$ cat config.mk
export PLATFORM = sky130hd
export DESIGN_NAME = ins_loader
export DESIGN_NICKNAME = d
export VERILOG_FILES = /design/src/rtl/ins_pkg.sv /design/src/rtl/ins_loader.sv
export SDC_FILE = /design/constraint.sdc
export NUM_CORES = 1
export LEC_CHECK = 0
export BUFFER_PORTS_ARGS = -buffer_cell sky130_fd_sc_hd__buf_2
export CORE_ASPECT_RATIO = 2
export CORE_MARGIN = 3
export CORE_UTILIZATION = 50
export CTS_CLUSTER_DIAMETER = 200
export DETAILED_ROUTE_END_ITERATION = 8
export GPL_TIMING_DRIVEN = 0
export PLACE_DENSITY = 0.79
export SETUP_SLACK_MARGIN = 0.15
export SLEW_MARGIN = 30
export SYNTH_ARGS = -nofsm -noshare
export SYNTH_HDL_FRONTEND = slang
export SYNTH_SLANG_ARGS = --single-unit
$ cat constraint.sdc
create_clock -name clk -period 3.05 [get_ports clk]
set_clock_uncertainty 0.05 [all_clocks]
set_input_delay 0.915 -clock clk [delete_from_list [all_inputs] [get_ports clk]]
set_output_delay 0.915 -clock clk [all_outputs]
set_load 0.01 [all_outputs]
$ cat src/rtl/ins_pkg.sv
// Shared definitions for the insertion-sort front end (loader and sorter).
// Frame geometry, loader state encoding and slot decode helpers.
package ins_pkg;

  localparam int DATA_W  = 32;
  localparam int FRAME_N = 8;
  localparam int CNT_W   = $clog2(FRAME_N);
  localparam int FCNT_W  = CNT_W + 1;

  typedef enum logic {
    FILL    = 1'b0,
    PRESENT = 1'b1
  } ins_load_state_t;

  // One-hot write enable for the slot addressed by the fill counter.
  function automatic logic [FRAME_N-1:0] slot_decode(input logic [CNT_W-1:0] idx);
    logic [FRAME_N-1:0] sel;
    sel      = '0;
    sel[idx] = 1'b1;
    return sel;
  endfunction

  // Thermometer mask of every slot above idx; these are the pad slots of a short frame.
  function automatic logic [FRAME_N-1:0] pad_thermo(input logic [CNT_W-1:0] idx);
    logic [FRAME_N-1:0] mask;
    for (int i = 0; i < FRAME_N; i++) begin
      mask[i] = (i > int'(idx));
    end
    return mask;
  endfunction

endpackage

$ cat src/rtl/ins_loader.sv
// Serial-to-parallel 8-word frame loader feeding the insertion sorter.
// Short frames (s_last with max-value padding) exist only when INS_LOADER_SHORT_FRAME_EN is defined.
//
// state   | meaning
// FILL    | accepting stream words into slots, s_ready=1
// PRESENT | frame held stable on f_dat*, f_valid=1, waiting for f_ready
module ins_loader
  import ins_pkg::*;
#(
  parameter int                DATA_W    = ins_pkg::DATA_W,
  parameter logic [DATA_W-1:0] PAD_VALUE = {DATA_W{1'b1}}
) (
  input  logic              clk,
  input  logic              rst,
  input  logic [DATA_W-1:0] s_data,
  input  logic              s_valid,
  input  logic              s_last,
  output logic              s_ready,
  output logic [DATA_W-1:0] f_dat1,
  output logic [DATA_W-1:0] f_dat2,
  output logic [DATA_W-1:0] f_dat3,
  output logic [DATA_W-1:0] f_dat4,
  output logic [DATA_W-1:0] f_dat5,
  output logic [DATA_W-1:0] f_dat6,
  output logic [DATA_W-1:0] f_dat7,
  output logic [DATA_W-1:0] f_dat8,
  output logic [3:0]        f_count,
  output logic              f_valid,
  input  logic              f_ready
);

  ins_load_state_t   state;
  logic [CNT_W-1:0]  cnt;
  logic [DATA_W-1:0] slot [FRAME_N];
  logic [FCNT_W-1:0] count_q;

  logic               accept;
  logic               last_word;
  logic               frame_end;
  logic [FRAME_N-1:0] wr_sel;

  // Handshake flags come straight from the state register, never from inputs.
  assign s_ready = (state == FILL);
  assign f_valid = (state == PRESENT);

  assign accept    = s_valid & s_ready;
  assign wr_sel    = slot_decode(cnt);
  assign frame_end = (cnt == CNT_W'(FRAME_N - 1)) | last_word;

`ifdef INS_LOADER_SHORT_FRAME_EN
  logic [FRAME_N-1:0] pad_sel;

  assign last_word = s_last;
  assign pad_sel   = last_word ? pad_thermo(cnt) : '0;
`else
  logic [DATA_W:0] unused_cfg;

  assign last_word  = 1'b0;
  assign unused_cfg = {s_last, PAD_VALUE};
`endif

  always_ff @(posedge clk) begin
    if (rst) begin
      state   <= FILL;
      cnt     <= '0;
      count_q <= '0;
      for (int i = 0; i < FRAME_N; i++) begin
        slot[i] <= '0;
      end
    end else begin
      case (state)
        FILL: begin
          if (accept) begin
            for (int i = 0; i < FRAME_N; i++) begin
              if (wr_sel[i]) begin
                slot[i] <= s_data;
`ifdef INS_LOADER_SHORT_FRAME_EN
              end else if (pad_sel[i]) begin
                slot[i] <= PAD_VALUE;
`endif
              end
            end
            if (frame_end) begin
              state   <= PRESENT;
              count_q <= {1'b0, cnt} + FCNT_W'(1);
              cnt     <= '0;
            end else begin
              cnt <= cnt + CNT_W'(1);
            end
          end
        end
        PRESENT: begin
          // The handshake cycle is a bubble: no word is taken on this edge.
          if (f_ready) begin
            state <= FILL;
          end
        end
        default: state <= FILL;
      endcase
    end
  end

  assign f_dat1  = slot[0];
  assign f_dat2  = slot[1];
  assign f_dat3  = slot[2];
  assign f_dat4  = slot[3];
  assign f_dat5  = slot[4];
  assign f_dat6  = slot[5];
  assign f_dat7  = slot[6];
  assign f_dat8  = slot[7];
  assign f_count = count_q;

endmodule

==> impl_results.rst, run 1 <==
.. list-table::
   :header-rows: 1

   * - Metric
     - Value
   * - Outcome
     - complete, no violations
   * - R2r setup slk
     - 0.85 ns
   * - Setup violators final
     - 0
   * - Leading cell type in the layout, fill and taps excluded
     - buf_2
   * - Routability Congestion
     - around 0.83
   * - Area of the die
     - 20370 sq um
   * - Remaining number of nets flagged by the antenna check after routing
     - 0
   * - Cell types occupying the most area after synthesis
     - edfxtp_1 (83%), nor2_1 (8.0%), nand2b_1 (2.7%)
   * - Net switching power
     - 1.663 mW
   * - Chip height
     - between 150 and 200 um
   * - Capture instance of the worst register-to-register path
     - slot[1][6]
   * - Highest-count cells in the layout ignoring fill and taps
     - buf_2 (309), edfxtp_1 (256), nor2_1 (197)
   * - Post-Route Utilization
     - 65.03%
   * - Tightest Hold Check Type
     - flop to flop
   * - Switching Fraction
     - 22.34%
   * - DP Wirelength
     - around 18000 um
   * - Wire length reported by the detailed router
     - between 20000 and 25000 um
   * - Largest voltage drop on the vdd net
     - between 500 and 600 uV
   * - Slew @ Worst Pin
     - 0.6155 ns
   * - Clock buffers created by TritonCTS
     - 21
   * - Post CTS Setup Buffer Count
     - 0
   * - Hold EP
     - f_count[1]
   * - Post-synthesis area per instance
     - 15.76 sq um
   * - Count of warnings emitted by yosys
     - 0
   * - Relative max-transition margin
     - about three fifths
   * - Number of cells traversed by the worst hold path
     - 2
   * - Number of nets in the synthesized netlist
     - 629
   * - Clk sinks
     - approximately 260
   * - Sequential share of power
     - 57.1%
   * - Number of fill cells in the layout
     - 1332
   * - PnR Total Power
     - 7.447 mW
   * - Final Hold Violating Endpoints
     - 0
   * - Peak Freq
     - approximately 420 MHz
   * - Critical path endpoint category
     - flop
   * - Root buffer selected by CTS
     - clkbuf_16
   * - Logic gate share of total power
     - ~9%
   * - Area taken by multi-input logic gates
     - 1207 sq um
   * - Area leader, netlist
     - edfxtp_1
   * - Initial Utilization
     - about half
   * - Violation count after the first detailed-routing iteration
     - roughly 280
   * - Final min period
     - around 2.4 ns
   * - Post-route DRC
     - 0
   * - I/O pins
     - 299
   * - Number of buffers added to fix hold violations after cts
     - 0
   * - CP startpoint kind
     - input pin
   * - DRT Pass-1 Iters
     - 5
   * - Kind of critical path
     - input pin to flop
   * - Width of the chip
     - 102.4 um
   * - Sum Neg Setup Slack
     - 0 ns
   * - Ratio of routed vias to standard cells
     - 5.156
   * - Worst reg-to-reg path cell count
     - 5
   * - Reported leakage power
     - 5.142 nW
   * - Number of different library cells in the post-synthesis netlist
     - 19
   * - Internal Dissipation
     - 5.784 mW
   * - Max_cap viols
     - 0
   * - Global router's overall resource usage
     - 23.73%
   * - Number of antenna violations at the first check in global routing
     - 0
   * - Mean routed wirelength per cell
     - 21.53 um
   * - Endpoint arrival time on the critical path
     - 2.51 ns
   * - Port-buffer cells
     - 296
   * - Nets
     - 956
   * - Fraction of synthesized cell area taken by the top area cell type
     - 82.67%
   * - Power per cell area
     - approximately 630 nW/um^2
   * - CTS clock-pin slew for the worst setup and hold paths
     - 0.07 ns
   * - Part of the Yosys area used for sequential elements
     - a little over four fifths
   * - Maximum root-to-sink buffer count
     - 3
   * - Clk Latency, worst-skew pair
     - between 0.4 and 0.5 ns
   * - CP required
     - between 3 and 4 ns
   * - Number of antenna diodes
     - 0
   * - Total congestion overflow after global routing
     - 0
   * - Post-CTS sizing
     - 0
   * - Post-Synthesis Cells
     - 590
   * - Synthesized area
     - 9299 sq um
   * - Layout overhead on the synthesized area
     - 28.01%
   * - Area taken by flip-flops and latches
     - 7848 sq um
   * - Setup repair after global routing missed its margin
     - false
   * - Vias
     - 5904
   * - Hold wc startpoint
     - f_count[1]
   * - Clock tree from TritonCTS
     - done
   * - Proportion of layout cells with a drive suffix above 1
     - about 39%
   * - Row count
     - 70
   * - Largest net degree at the start of global routing
     - 22
   * - Std-Cell Core Area
     - roughly 18000 sq um
   * - Max-slew violation count
     - 0
   * - Final Cycle Share
     - 77.25%
   * - Global-route wire length before repair
     - 35280 um
   * - Max FO, Critical Path
     - 17
   * - Flip-flop and latch count after synthesis
     - between 200 and 300
   * - Clk network pwr share
     - 34.0%
   * - Deepest level of the CTS H-tree
     - 1
   * - Number of global-route vias before repair
     - 5879
   * - RR Startpoint
     - f_valid
layout make-up:
cell class | instances | area share (%)
Buffer | 25 | 1.125
Timing Repair Buffer | 304 | 14.23
Inverter | 34 | 1.072
Clock buffer | 30 | 5.045
Clock inverter | 5 | 0.1892
Sequential cell | 264 | 65.92
Tap cell | 216 | 2.270
Multi-Input combinational cell | 267 | 10.14
cells in the mapped netlist:
cell type,number
buf_6,3
dfxtp_1,8
nand2_1,5
or2_2,1
inv_1,34
nand3_1,7
edfxtp_1,256
a41o_1,2
nand2b_1,40
clkbuf_1,8
nor2b_1,2
buf_2,13
nor3b_2,1
ha_1,2
clkbuf_2,1
nor2_1,197
nand3b_1,2
a21oi_1,5
mux2i_1,3
layer usage:
metal	global-route usage, %	part of all wire (%)	vias to the layer above
met5	0	0	-
met4	9.392	4.0	0
met3	3.650	6.0	60
met2	45.20	57	258
met1	25.30	33	2902
li1	-	-	2684
critical path, cell delays in order:
cell and delay (ns):
buf_2 0.09, nor2b_1 0.12, buf_2 0.23, nand3_1 0.31, nand2b_2 0.58, buf_16 0.23
logic make-up after synthesis:
| kind of cell | after synthesis | synth area share [%] |
|---|---|---|
| DFF | 264 | 84.39 |
| and+or+nand+nor | 255 | 11.72 |
| buffers and inverters | 59 | 2.812 |
| AOI/OAI and AO/OA | 7 | 0.4844 |
| muxes | 3 | 0.3229 |
| adders and majority gates | 2 | 0.2691 |
power by group through the flow:
stage,combinational [mW],clock (mW),sequential [mW]
after floorplan,0.168,0,4.45
after global placement,0.619,0,4.33
after detailed placement,0.672,0,4.33
after CTS,0.674,2.57,4.25
after global routing,0.712,2.68,4.27
final,0.664,2.53,4.25
flip-flops by register name, indices dropped and copies added, names as in the netlist:
name	flops
f_count	4
slot	256
cnt	3
f_valid	1
how the worst max path moves through the flow:
stage | from | to | slack (ns) | cells after the start
6_report | s_valid | slot[1][6] | 0.69 | 6
5_1_grt | s_valid | slot[1][6] | 0.59 | 6
4_1_cts | s_valid | slot[1][0] | 0.70 | 6
3_5_place_dp | s_valid | slot[1][10] | 0.17 | 6
3_3_place_gp | s_valid | slot[1][47] | -0.60 | 5
2_1_floorplan | s_valid | slot[0][100] | 0.41 | 3
per-stage QoR:
| step | std cells | worst slack, ns | hold WS [ns] | instance area (sq um) |
|---|---|---|---|---|
| 2_1_floorplan | 590 | 0.4104 | 0.4260 | 9299 |
| 3_3_place_gp | 1102 | -0.6004 | 0.3898 | 11050 |
| 3_5_place_dp | 1110 | 0.1705 | 0.4026 | 11280 |
| 4_1_cts | 1145 | 0.6972 | 0.4116 | 11900 |
| 5_1_grt | 1145 | 0.5850 | 0.4524 | 11900 |
| 6_report | 1145 | 0.6940 | 0.4099 | 11900 |
(Power assumes the default switching activity.)
==> inputs of run 2 (changes only) <==
ABC_AREA = 1   (was not set)
CORE_UTILIZATION = 51   (was 50)
PLACE_DENSITY = 0.8   (was 0.79)
clock period = 2.3 ns   (was 3.05 ns; I/O delays follow)
==> impl_results.rst, run 2 <==
.. list-table::
   :header-rows: 1

   * - Metric
     - Value
   * - Peak Freq
     - 442.9 MHz
   * - Post-Synthesis Cells
     - 610 (was 590)
   * - Layout overhead on the synthesized area
     - 27.07% (was 28.01%)
   * - CTS clock-pin slew for the worst setup and hold paths
     - 0.07 ns (about the same)
   * - Clk sinks
     - 264 (unchanged)
   * - Final Cycle Share
     - 98.16%
   * - Post-route DRC
     - 0 (unchanged)
   * - Largest voltage drop on the vdd net
     - 813.1 uV (was 556.4 uV)
   * - Routability Congestion
     - 0.8388 (was 0.8342)
   * - Endpoint arrival time on the critical path
     - 2.23 ns (was 2.51 ns)
   * - Width of the chip
     - 102.2 um (was 102.4 um)
   * - Hold Worst Slack
     - 0.3834 ns (was 0.4099 ns)
   * - Number of enable-type register cells in the synthesized netlist
     - 256 (unchanged)
   * - Cell Area, Placed
     - 11320 sq um (was 11280 sq um)
   * - Share of cell area taken by muxes after synthesis
     - 0% (was 0.3229%)
   * - Finished layout cell area
     - 11980 sq um (was 11900 sq um)
   * - Count of warnings emitted by yosys
     - 0 (unchanged)
   * - Post-Route Utilization
     - 66.73% (was 65.03%)
   * - Sequential share of power
     - 56.5% (was 57.1%)
   * - Synth Area in XOR/XNOR
     - 0% (unchanged)
   * - Max FFs per register
     - 256 (unchanged)
   * - Root buffer selected by CTS
     - clkbuf_16 (unchanged)
   * - DP Wirelength
     - 18470 um (was 18010 um)
   * - Kind of critical path
     - input pin to flop (unchanged)
   * - Relative max-transition margin
     - 36.58% (was 58.97%)
   * - Basic-gate share of the synthesized area counting and, or, nand and nor cells
     - 12.42% (was 11.72%)
   * - Vias
     - 6006 (was 5904)
   * - Number of buffer and inverter stages on the critical path
     - 3 (unchanged)
   * - Fraction of synthesized cell area taken by the top area cell type
     - 81.52% (was 82.67%)
   * - Area of the die
     - 20260 sq um (was 20370 sq um)
   * - Maximum root-to-sink buffer count
     - 3 (unchanged)
   * - R2r setup slk
     - 0.09 ns (was 0.85 ns)
   * - DRT Pass-1 Iters
     - 5 (unchanged)
   * - Power per cell area
     - 834.6 nW/um^2 (was 625.6 nW/um^2)
   * - Proportion of layout cells with a drive suffix above 1
     - 41.11% (was 38.54%)
   * - Final min period
     - 2.258 ns
   * - CP startpoint kind
     - input pin (unchanged)
   * - Number of different library cells in the post-synthesis netlist
     - 20 (was 19)
   * - Ordered cell list for the critical path
     - buf_2, inv_2, clkbuf_1, nand2_2 (was buf_2, nor2b_1, buf_2, nand3_1, nand2b_2, buf_16)
   * - Leading cell type in the layout, fill and taps excluded
     - buf_2 (unchanged)
   * - Net switching power
     - 2.283 mW (was 1.663 mW)
   * - Mean routed wirelength per cell
     - 21.30 um (was 21.53 um)
   * - Register containing the most flip-flops in the final layout
     - slot (unchanged)
   * - Max-slew violation count
     - 0 (unchanged)
   * - Flip-flop and latch count after synthesis
     - 264 (unchanged)
   * - Adder-Cell Fraction of Synth Area
     - 0.2654% (was 0.2691%)
   * - Initial Utilization
     - 52.52% (was 50.80%)
   * - Internal Dissipation
     - 7.719 mW (was 5.784 mW)
   * - Largest family of logic cells by synthesized area
     - simple AND/OR/NAND/NOR gates (unchanged)
   * - Setup repair after global routing missed its margin
     - true (was false)
   * - Synthesized area
     - 9430 sq um (was 9299 sq um)
   * - Total congestion overflow after global routing
     - 0 (unchanged)
   * - Wire length reported by the detailed router
     - 24810 um (was 24650 um)
   * - Clock buffers created by TritonCTS
     - 22 (was 21)
   * - I/O pins
     - 299 (unchanged)
   * - Global router's overall resource usage
     - 24.12% (was 23.73%)
   * - Remaining number of nets flagged by the antenna check after routing
     - 0 (unchanged)
   * - Std-Cell Core Area
     - 17960 sq um (was 18310 sq um)
   * - Nets
     - 975 (was 956)
   * - Post-CTS sizing
     - 0 (unchanged)
   * - Row count
     - 69 (was 70)
   * - Switching Fraction
     - 22.82% (was 22.34%)
   * - Number of antenna violations at the first check in global routing
     - 1 (was 0)
   * - CP required
     - 2.27 ns (was 3.20 ns)
   * - Reported leakage power
     - 5.294 nW (was 5.142 nW)
   * - Area leader, netlist
     - edfxtp_1 (unchanged)
   * - Logic gate share of total power
     - 8.9% (about the same)
   * - Max FO, Critical Path
     - 32 (was 17)
   * - Tightest Hold Check Type
     - input pin to flop (was flop to flop)
   * - PnR Total Power
     - 10.00 mW (was 7.447 mW)
   * - Sum Neg Setup Slack
     - 0 ns (unchanged)
   * - Clk Latency, worst-skew pair
     - 0.50 ns (was 0.49 ns)
   * - Crit path max-delay cell type
     - nand2_2 (was nand2b_2)
   * - Highest-count cells in the layout ignoring fill and taps
     - buf_2 (302), edfxtp_1 (256), nor2_1 (198) (was buf_2 (309), edfxtp_1 (256), nor2_1 (197))
   * - Clk network pwr share
     - 34.6% (was 34.0%)
   * - Cell types occupying the most area after synthesis
     - edfxtp_1 (82%), nor2_1 (7.9%), nand2_1 (1.8%) (was edfxtp_1 (83%), nor2_1 (8.0%), nand2b_1 (2.7%))
   * - Worst slack after detailed placement
     - -0.4994 ns (was 0.1705 ns)
   * - Setup slack after layout
     - 0.04227 ns (was 0.6940 ns)
   * - Outcome
     - complete, no violations (unchanged)
   * - Top cell types by occurrence after synthesis
     - edfxtp_1 (256), nor2_1 (198), nand2_1 (44), inv_1 (41), buf_6 (14) (was edfxtp_1 (256), nor2_1 (197), nand2b_1 (40), inv_1 (34), buf_2 (13))
   * - Setup violators final
     - 0 (unchanged)
   * - Deepest level of the CTS H-tree
     - 1 (unchanged)
   * - Global-route wire length before repair
     - 35600 um (was 35280 um)
   * - Dominant delay contributor by cell family on the critical path
     - buffers and inverters (was simple AND/OR/NAND/NOR gates)
   * - Number of global-route vias before repair
     - 6101 (was 5879)
   * - Number of nets in the synthesized netlist
     - 649 (was 629)
   * - Most repeated cell in the gate-level netlist after synthesis
     - edfxtp_1 (unchanged)
   * - Clock tree from TritonCTS
     - done (unchanged)
   * - Number of fill cells in the layout
     - 1300 (was 1332)
   * - Final Hold Violating Endpoints
     - 0 (unchanged)
   * - Max_cap viols
     - 0 (unchanged)
   * - Instance count after placement with tap cells included
     - 1125 (was 1110)
   * - Number of buffers added to fix hold violations after cts
     - 0 (unchanged)
   * - Ratio of routed vias to standard cells
     - 5.155 (was 5.156)
   * - Post-synthesis area per instance
     - 15.46 sq um (was 15.76 sq um)
   * - Part of the Yosys area used for sequential elements
     - 83.22% (was 84.39%)
   * - Port-buffer cells
     - 297 (was 296)
   * - Chip height
     - 198.3 um (was 198.9 um)
   * - Synth Flop Type
     - edfxtp_1 (unchanged)
   * - Compound-Gate Fraction of Synth Area
     - 0.2123% (was 0.4844%)
   * - Fraction of registers with async set/reset
     - 0% (unchanged)
   * - Largest net degree at the start of global routing
     - 33 (was 22)
   * - Post-route insts no fill
     - 1165 (was 1145)
   * - Violation count after the first detailed-routing iteration
     - 338 (was 282)
   * - Slew @ Worst Pin
     - 0.9480 ns (was 0.6155 ns)
   * - Critical path endpoint category
     - flop (unchanged)
   * - Delay contributed by the slowest stage of the critical path
     - 0.70 ns (was 0.58 ns)
-- run 2: cell types whose count changed in the layout (fill, tap and decap cells not counted), moves of 10 or more --
cell / previous run / this run
buf_6: 3 / 14
clkbuf_1: 14 / 4
nand2_1: 5 / 36
nand2_2: 0 / 14
nand2_4: 0 / 11
nand2b_1: 34 / 0
-- run 2: power by group through the flow --
stage,combinational (mW),sequential [mW],clock [mW]
after global routing,0.952,5.67,3.69
after floorplan,0.252,5.90,0
after detailed placement,0.901,5.75,0
after global placement,0.850,5.75,0
after CTS,0.903,5.65,3.53
final,0.889,5.65,3.46
-- run 2: final cells by class --
class                           count  area (sq um)  area share [%]
Sequential cell                   264          7848           65.49
Timing Repair Buffer              302          1602           13.37
Multi-Input combinational cell    280          1236           10.32
Clock buffer                       25         561.8           4.688
Tap cell                          213         266.5           2.224
Buffer                             22         201.4           1.681
Inverter                           44         165.2           1.378
Clock inverter                     14         100.1          0.8353
Antenna cell                        1         2.502         0.02088
-- run 2: what timing repair did --
item,CTS,global route
setup buffers,0,0
endpoints found under the setup margin,96,111
pin swaps,0,0
hold endpoints to repair,0,0
-- run 2: metal layers --
| layer | part of all wire, % | global-route usage [%] | wire length [um] |
|---|---|---|---|
| met5 | 0 | 0 | 0 |
| met4 | 6.2 | 13.77 | 1543 |
| met3 | 6.3 | 3.561 | 1561 |
| met2 | 56 | 44.46 | 13900 |
| met1 | 31 | 25.28 | 7801 |
-- run 2: path summary, 6_finish.rpt --
check / end / cells past startpoint / startpoint
min: f_count[2] / 2 / rst
max reg2reg: slot[0][14] / 6 / f_valid
max: slot[0][14] / 4 / rst
min reg2reg: f_count[0] / 4 / f_count[0]
-- run 2: logic make-up (layout without fill, tap and decap cells) --
kind of cell | after synthesis | count (layout)
flip-flops | 264 | 264
buffers and inverters | 66 | 407
AO/OA/AOI/OAI | 4 | 4
adder cells (fa/ha/maj) | 2 | 2
AND/OR/NAND/NOR | 274 | 274
other | 0 | 1
==> inputs of run 3 (changes only) <==
CELL_PAD_IN_SITES_DETAIL_PLACEMENT = 1   (was not set)
CELL_PAD_IN_SITES_GLOBAL_PLACEMENT = 1   (was not set)
CORE_UTILIZATION = 40   (was 51)
CTS_CLUSTER_SIZE = 40   (was not set)
PLACE_DENSITY = not set   (was 0.8)
PLACE_DENSITY_LB_ADDON = 0.1   (was not set)
==> impl_results.rst, run 3 (synthesis results as in run 2) <==
.. list-table::
   :header-rows: 1

   * - Metric
     - Value
   * - Outcome
     - complete, no violations (unchanged)
   * - Nets
     - 962 (was 975)
   * - Final Hold Violating Endpoints
     - 0 (unchanged)
   * - CP startpoint kind
     - flop (was input pin)
   * - Critical path endpoint category
     - flop (unchanged)
   * - Global router's overall resource usage
     - 20.61% (was 24.12%)
   * - Width of the chip
     - 114.6 um (was 102.2 um)
   * - Power per cell area
     - 752.9 nW/um^2 (was 834.6 nW/um^2)
   * - Number of global-route vias before repair
     - 6203 (was 6101)
   * - Reported leakage power
     - 5.123 nW (was 5.294 nW)
   * - Layout overhead on the synthesized area
     - 24.33% (was 27.07%)
   * - Final min period
     - 1.981 ns (was 2.258 ns)
   * - Number of buffers added to fix hold violations after cts
     - 0 (unchanged)
   * - Clock tree from TritonCTS
     - done (unchanged)
   * - Relative max-transition margin
     - 61.68% (was 36.58%)
   * - Area taken by multi-input logic gates
     - 1256 sq um (was 1236 sq um)
   * - Max FFs per register
     - 256 (unchanged)
   * - Clock buffers created by TritonCTS
     - 10 (was 22)
   * - Maximum root-to-sink buffer count
     - 3 (unchanged)
   * - Chip height
     - 223.1 um (was 198.3 um)
   * - I/O pins
     - 299 (unchanged)
   * - Register containing the most flip-flops in the final layout
     - slot (unchanged)
   * - Number of antenna diodes
     - 0 (was 1)
   * - Post CTS Setup Buffer Count
     - 0 (unchanged)
   * - Violation count after the first detailed-routing iteration
     - 229 (was 338)
   * - Post-route insts no fill
     - 1205 (was 1165)
   * - Wire length reported by the detailed router
     - 26860 um (was 24810 um)
   * - Leading cell type in the layout, fill and taps excluded
     - buf_2 (unchanged)
   * - Number of fill cells in the layout
     - 2421 (was 1300)
   * - Tightest Hold Check Type
     - input pin to flop (unchanged)
   * - DRT Pass-1 Iters
     - 4 (was 5)
   * - Root buffer selected by CTS
     - clkbuf_16 (unchanged)
   * - Endpoint arrival time on the critical path
     - 2.13 ns (was 2.23 ns)
   * - Setup violators final
     - 0 (unchanged)
   * - Setup slack after layout
     - 0.3188 ns (was 0.04227 ns)
   * - Worst reg-to-reg path cell count
     - 6 (unchanged)
   * - Highest-count cells in the layout ignoring fill and taps
     - buf_2 (302), edfxtp_1 (256), nor2_1 (198) (unchanged)
   * - Initial Utilization
     - 41.12% (was 52.52%)
   * - Area taken by flip-flops and latches
     - 7848 sq um (unchanged)
   * - Port-buffer cells
     - 297 (unchanged)
   * - Mean routed wirelength per cell
     - 22.29 um (was 21.30 um)
   * - CTS clock-pin slew for the worst setup and hold paths
     - 0.15 ns (was 0.07 ns)
   * - Final Cycle Share
     - 86.14% (was 98.16%)
   * - Worst slack after detailed placement
     - -0.5584 ns (was -0.4994 ns)
   * - Clk Latency, worst-skew pair
     - 0.49 ns (was 0.50 ns)
   * - Slew @ Worst Pin
     - 0.5727 ns (was 0.9480 ns)
   * - DP Wirelength
     - 20660 um (was 18470 um)
   * - Kind of critical path
     - flop to flop (was input pin to flop)
   * - Max_cap viols
     - 0 (unchanged)
   * - Vias
     - 5781 (was 6006)
   * - Number of antenna violations at the first check in global routing
     - 0 (was 1)
   * - Max FO, Critical Path
     - 23 (was 32)
   * - Largest net degree at the start of global routing
     - 42 (was 33)
   * - Routability Congestion
     - 0.7929 (was 0.8388)
   * - Proportion of layout cells with a drive suffix above 1
     - 40.54% (was 41.11%)
   * - CP required
     - 2.45 ns (was 2.27 ns)
   * - Remaining number of nets flagged by the antenna check after routing
     - 0 (unchanged)
   * - Post-route DRC
     - 0 (unchanged)
   * - Std-Cell Core Area
     - 22930 sq um (was 17960 sq um)
   * - Setup repair after global routing missed its margin
     - false (was true)
   * - Global-route wire length before repair
     - 39020 um (was 35600 um)
   * - Number of cells traversed by the worst hold path
     - 2 (unchanged)
   * - Area of the die
     - 25570 sq um (was 20260 sq um)
   * - Row count
     - 78 (was 69)
   * - Peak Freq
     - 504.8 MHz (was 442.9 MHz)
   * - Total congestion overflow after global routing
     - 0 (unchanged)
   * - Instance count after placement with tap cells included
     - 1192 (was 1125)
   * - Max-slew violation count
     - 0 (unchanged)
   * - Ratio of routed vias to standard cells
     - 4.798 (was 5.155)
   * - Clk sinks
     - 264 (unchanged)
   * - Deepest level of the CTS H-tree
     - 1 (unchanged)
   * - Largest voltage drop on the vdd net
     - 980.9 uV (was 813.1 uV)
   * - Post-Route Utilization
     - 51.12% (was 66.73%)
[run 3: cell count changes in the layout (fill, tap and decap cells not counted), sizes merged]
cell,before,now
diode,1,0
bufinv,1,0
clkbuf,26,13
clkinv,12,0
[run 3: worst paths after layout]
kind,start,endpoint,slack [ns]
max,cnt[1],slot[0][106],0.32
min,rst,cnt[1],0.36
max reg2reg,cnt[1],slot[0][106],0.32
min reg2reg,f_count[1],f_count[1],0.48
[run 3: layer usage]
| metal | part of all wire (%) | track usage (%) | vias up | wire (um) |
|---|---|---|---|---|
| met5 | 0 | 0 | - | 0 |
| li1 | - | - | 2662 | - |
| met2 | 57 | 39.66 | 217 | 15260 |
| met1 | 34 | 22.38 | 2862 | 9144 |
| met3 | 5.9 | 3.094 | 40 | 1580 |
| met4 | 3.3 | 6.751 | 0 | 881 |
[run 3: cell type report]
type	instances	share of cell area, %
buffer	21	1.686
clock buffer	13	2.412
clock inverter	1	0.1387
inverter	44	1.409
multi-input combinational	280	10.71
sequential	264	66.93
tap	280	2.988
timing repair buffer	302	13.72
[run 3: power breakdown]
group	total, mW	leakage [nW]	switching (mW)	internal (mW)
registers	5.65	2.70	0.0867	5.56
clock network	2.29	0.145	1.39	0.900
logic	0.892	2.28	0.614	0.278
[run 3: repair_timing]
| item | 4_1_cts | 5_1_grt |
|---|---|---|
| setup endpoints to repair | 132 | 114 |
| pin swaps | 0 | 0 |
| resized for setup | 0 | 4 |
| endpoints found under the hold margin | 0 | 0 |
[run 3: critical path, cell delays in order, from the launching register on]
cell	delay [ns]
dfxtp_1	0.47
inv_1	0.06
nor2_1	0.20
nand2_2	0.20
buf_6	0.20
nand2_2	0.24
buf_12	0.23
[run 3: through the flow]
step	area, sq um	power [mW]	hold WS [ns]	setup TNS [ns]
floorplan	9438	6.154	0.4542	0
global placement	11270	6.614	0.4599	-186.63
detailed placement	11410	6.678	0.4682	-97.24
CTS	11710	8.924	0.3478	0
global route	11730	9.148	0.3437	0
finish	11730	8.828	0.3624	0
